## src/rtl/instr_sequencer.sv

```systemverilog
// instr_sequencer: buffers 10-bit instruction words and feeds them one at a time to the processor, handshaking on Clr.
module instr_sequencer #(
  parameter int DEPTH = 16,
  parameter int AW = 4,
  parameter int WDOG = 4
) (
  input  logic          clk,
  input  logic          rst,
  input  logic          wr_en,
  input  logic [9:0]    wr_data,
  input  logic          start,
  input  logic          Clr,
  output logic [9:0]    Data,
  output logic          Peripheral,
  output logic          busy,
  output logic          done,
  output logic          err,
  output logic [AW:0]   count
);
  localparam int WW = $clog2(WDOG + 1);
  typedef enum logic [1:0] {IDLE, ISSUE, EXEC, FIN} state_t;
  state_t state, state_n;
  logic [9:0] mem [DEPTH];
  logic [AW-1:0] rd_ptr, wr_ptr, rd_n, wr_n;
  logic [AW:0] count_n;
  logic [WW-1:0] wd, wd_n;
  logic cur_ld, ld_n, err_n, done_n, wr_fire;
  logic [9:0] word, data_n;

  function automatic logic is_ld(input logic [9:0] w);
    return w[9:8] == 2'b00 && w[3:0] == 4'b0000;
  endfunction

  always_comb begin
    state_n = state;
    rd_n = rd_ptr;
    wr_n = wr_ptr;
    count_n = count;
    wd_n = wd;
    ld_n = cur_ld;
    err_n = err;
    done_n = 1'b0;
    wr_fire = 1'b0;
    case (state)
      IDLE: begin
        wr_fire = wr_en && count != (AW+1)'(DEPTH);
        if (wr_en && !wr_fire) err_n = 1'b1;
        if (wr_fire) begin
          wr_n = wr_ptr + 1'b1;
          count_n = count + 1'b1;
        end
        if (start && count_n == '0) done_n = 1'b1;
        else if (start) begin
          err_n = 1'b0;
          state_n = ISSUE;
        end
      end
      ISSUE: begin
        ld_n = is_ld(mem[rd_ptr]);
        rd_n = rd_ptr + 1'b1;
        wd_n = '0;
        state_n = (ld_n && rd_n == wr_ptr) ? FIN : EXEC;
        if (ld_n && rd_n == wr_ptr) err_n = 1'b1;
      end
      EXEC: begin
        wd_n = wd + 1'b1;
        if (Clr) begin
          rd_n = rd_ptr + AW'(cur_ld);
          state_n = (rd_n == wr_ptr) ? FIN : ISSUE;
        end else if (wd == WW'(WDOG - 1)) begin
          err_n = 1'b1;
          state_n = FIN;
        end
      end
      FIN: begin
        rd_n = '0;
        wr_n = '0;
        count_n = '0;
        state_n = IDLE;
      end
      default: state_n = IDLE;
    endcase
    done_n = done_n || state_n == FIN;
    // forward a same-cycle write so write+start of the first word issues it directly
    word = (wr_fire && wr_ptr == rd_n) ? wr_data : mem[rd_n];
    data_n = (state_n == ISSUE || (state_n == EXEC && ld_n)) ? word : '0;
  end

  always_ff @(posedge clk)
    if (!rst && wr_fire) mem[wr_ptr] <= wr_data;

  always_ff @(posedge clk) begin
    if (rst) begin
      state <= IDLE;
      rd_ptr <= '0;
      wr_ptr <= '0;
      count <= '0;
      wd <= '0;
      cur_ld <= 1'b0;
      err <= 1'b0;
      done <= 1'b0;
      Data <= '0;
      Peripheral <= 1'b0;
      busy <= 1'b0;
    end else begin
      state <= state_n;
      rd_ptr <= rd_n;
      wr_ptr <= wr_n;
      count <= count_n;
      wd <= wd_n;
      cur_ld <= ld_n;
      err <= err_n;
      done <= done_n;
      Data <= data_n;
      Peripheral <= state_n == ISSUE || state_n == EXEC;
      busy <= state_n == ISSUE || state_n == EXEC;
    end
  end
endmodule

```

## config.mk

```make
export PLATFORM = sky130hd
export DESIGN_NAME = instr_sequencer
export DESIGN_NICKNAME = d
export VERILOG_FILES = /design/src/rtl/instr_sequencer.sv
export SDC_FILE = /design/constraint.sdc
export NUM_CORES = 1
export LEC_CHECK = 0
export ABC_CLOCK_PERIOD_IN_PS = 9700
export CORE_MARGIN = 8
export CORE_UTILIZATION = 45
export DETAILED_ROUTE_END_ITERATION = 10
export GPL_TIMING_DRIVEN = 0
export SLEW_MARGIN = 20
export SYNTH_ARGS = -nofsm -noshare
export SYNTH_HDL_FRONTEND = slang
export SYNTH_SLANG_ARGS = --single-unit
```

## constraint.sdc

```tcl
create_clock -name clk -period 9.7 [get_ports clk]
set_input_delay 1.455 -clock clk [delete_from_list [all_inputs] [get_ports clk]]
set_output_delay 1.455 -clock clk [all_outputs]
set_load 0.05 [all_outputs]
```

==> results.toml <==
[outcome]
status = "completed"

[sta]
setup_tns_ps = 0
relSlewSlack_pct = 42.5
setup_viol = 0
rsz0062_at_grt = "false"
drv_slew = 0
fin_crit_sh_pct = 48.4
tightest_slew_ps = 862
fin_crit_ps = 4690
fin_worst_skew_ps = 13.5
setup_ws_ps = 5010
hold_violations = 0
timing.fmax_ghz = 0.213

[synth]
synth-edff-count = 160
yosys_warnings = 0
synthTopCellsByArea = "edfxtp_1 (53%), mux2i_1 (11%), dfxtp_1 (7.1%)"
synth_seq_cells = 192
syn-cell-area_um2 = 9010
synth_area_per_cell_um2 = 13.0
synth_top_area_share_pct = 53.3
synth_top_cell_by_area = "edfxtp_1"
async_flop_share_pct = 0
ys_seq_area_share_pct = 60.4
synth_cell_types = 61
synthCells = 693
synth_fp_nets = 728
synth_ff_type = "edfxtp_1"

[routing]
drt.antenna.violating_nets = 0
initialDrtViolationCount = 461
dr_total_vias = 5872
wirelength_mm = 22.9
first_pass_iters = 5
wl_per_cell_um = 22.5
drcViolationCount = 0
viasPerCell = 5.75

[clock_tree]
clock_path_buffers = 2
clk_latency_ps = 440
cts_max_level = 4
post_cts_buffers = 0
clkSinkCount = 192
cts_buffers = 17
path_clk_slew_ps = 80
cts_tree = "done"
cts_root_buf = "clkbuf_16"
cts_resized = 0
ctsHoldBuffers = 0

[worst_setup_path]
worst-setup-path-type = "in2reg"
end_kind = "flip-flop"
crit_fanout = 9
arrival_ps = 5040
startpoint_type = "primary input"
rr_worst_depth = 16
cp.required_ps = 10040

[place]
placed_area_um2 = 9670
dpl_worst_slack_ps = 4670
place_congestion = 0.890
placed_cells = 990
io_buffers = 32
dp_hpwl_mm = 16.2

[global_route]
grt_pass1_wl_mm = 34.7
grtUsageTotal_pct = 19.1
grt_max_degree = 20
antenna_found_initial = 0
grt_pass1_vias = 6055
overflow = 0

[floorplan]
design.die.area_um2 = 24800
die_width_um = 158
die_h_um = 158
rows = 51
core_area_um2 = 19600
num_io_pins = 34
initial_utilization_pct = 46.0

[power_and_ir_drop]
cellPowerDensity_nw_per_um2 = 174
finalPower_mw = 1.78
leakage_nw = 3.31
peakVddDrop_mv = 0.112

[worst_hold_path]
min_path_cells = 2
hp-class = "reg2reg"

[finish]
final_area_um2 = 10200
layoutNonFillerInstCount = 1022
n_antenna_cell = 0
areaGrowthSynthToFinish_pct = 13.5
drive_gt1_share_pct = 9.25
nNetsFinal = 779

[job]
cap_violations = 0
[kinds of logic after synthesis]
kind of cell	after synthesis	synth area share, %
buffers and inverters	55	3.65
adder cells (fa/ha/maj)	20	2.78
XOR/XNOR	15	1.54
AND/OR/NAND/NOR	224	13.9
AO/OA/AOI/OAI	87	6.52
multiplexers	100	11.2
flip-flops	192	60.4
[cell type report]
type                            count  area [um^2]
Timing Repair Buffer               32          320
Sequential cell                   192         5450
Multi-Input combinational cell    446         3240
Fill cell                        1727         9360
Tap cell                          265          332
Buffer                             42          280
Inverter                           13         48.8
Clock inverter                     14          139
Clock buffer                       18          429
[metal layers]
metal	part of all wire [%]	GRT usage (%)
met1	44	24.9
met2	48	31.1
met3	6.0	4.25
met4	1.5	5.98
met5	0	0
[state kept, by name (all words and copies together), names as in the netlist]
name and cells:
mem 160, Data 10, count 5, rd_ptr 4, wr_ptr 4, wd 3, state 2, busy 1
cur_ld 1, done 1, err 1
[critical path: stages]
cell and delay, ps:
clkdlybuf4s50_1 530, a2111oi_0 440, o211ai_1 190, nand2_1 140, a21boi_0 90, a211oi_1 310, ha_1 270, nand2_1 100
a211oi_1 240, a41oi_1 150, o211ai_1 230, and2_1 180, buf_1 380, a21boi_1 310
[path summary, 6_finish.rpt]
path	from	to	slack, ps
max reg2reg	rd_ptr[0]	Data[3]	5570
max	wr_en	Data[3]	5010
min	wd[1]	wd[1]	500
min reg2reg	wd[1]	wd[1]	500
[cells in the mapped netlist, types with 4 or more instances]
| library cell | n |
|---|---|
| dfxtp_1 | 32 |
| o41ai_1 | 4 |
| nand3b_1 | 7 |
| nor2b_1 | 5 |
| nor4_1 | 21 |
| and2_1 | 21 |
| or3_1 | 9 |
| nand2_1 | 37 |
| a21oi_1 | 15 |
| o21ai_0 | 13 |
| xnor2_1 | 8 |
| inv_1 | 13 |
| a21boi_1 | 9 |
| o22ai_1 | 11 |
| buf_4 | 7 |
| ha_1 | 20 |
| xor2_1 | 6 |
| nand4_1 | 9 |
| buf_2 | 11 |
| edfxtp_1 | 160 |
| and3_1 | 4 |
| nor2_1 | 37 |
| a31oi_1 | 5 |
| mux2i_1 | 99 |
| nor3_1 | 35 |
| nand2b_1 | 11 |
| nand3_1 | 9 |
| buf_6 | 11 |
| o211ai_1 | 4 |
| clkbuf_1 | 11 |
[cell usage in the layout, fill, tap and decap left out, types with 6 or more instances in the layout]
cell             netlist  routed
nand3b_1               7       7
ha_1                  20      20
clkbuf_1              11      12
clkdlybuf4s50_1        0      32
nor4_1                21      21
o21ai_0               13      13
o22ai_1               11      11
nor3_1                35      35
inv_1                 13      13
nor2_1                37      37
mux2i_1               99      99
buf_4                  7       7
or3_1                  9       9
nand3_1                9       9
and2_1                21      21
dfxtp_1               32      32
nand4_1                9       9
xnor2_1                8       8
buf_2                 11      11
nand2_1               37      37
edfxtp_1             160     160
clkbuf_16              0      17
buf_6                 11      11
a21oi_1               15      15
nand2b_1              11      11
xor2_1                 6       6
a21boi_1               9       9
[stage by stage]
stage / hold slack [ps] / utilization [%]
2_1_floorplan: 449 / -
3_3_place_gp: 459 / 49.3
6_report: 500 / 52.2
5_1_grt: 517 / 52.2
3_5_place_dp: 485 / 49.3
4_1_cts: 499 / 52.2
[power breakdown]
group	internal [mW]	leakage [nW]	total (mW)	switching (mW)
Clock	0.341	0.273	0.679	0.338
Sequential	0.906	1.70	0.916	0.00957
Combinational	0.0642	1.34	0.181	0.117
Total	1.31	3.31	1.78	0.465
No activity file was read; power rests on OpenSTA's default activity.
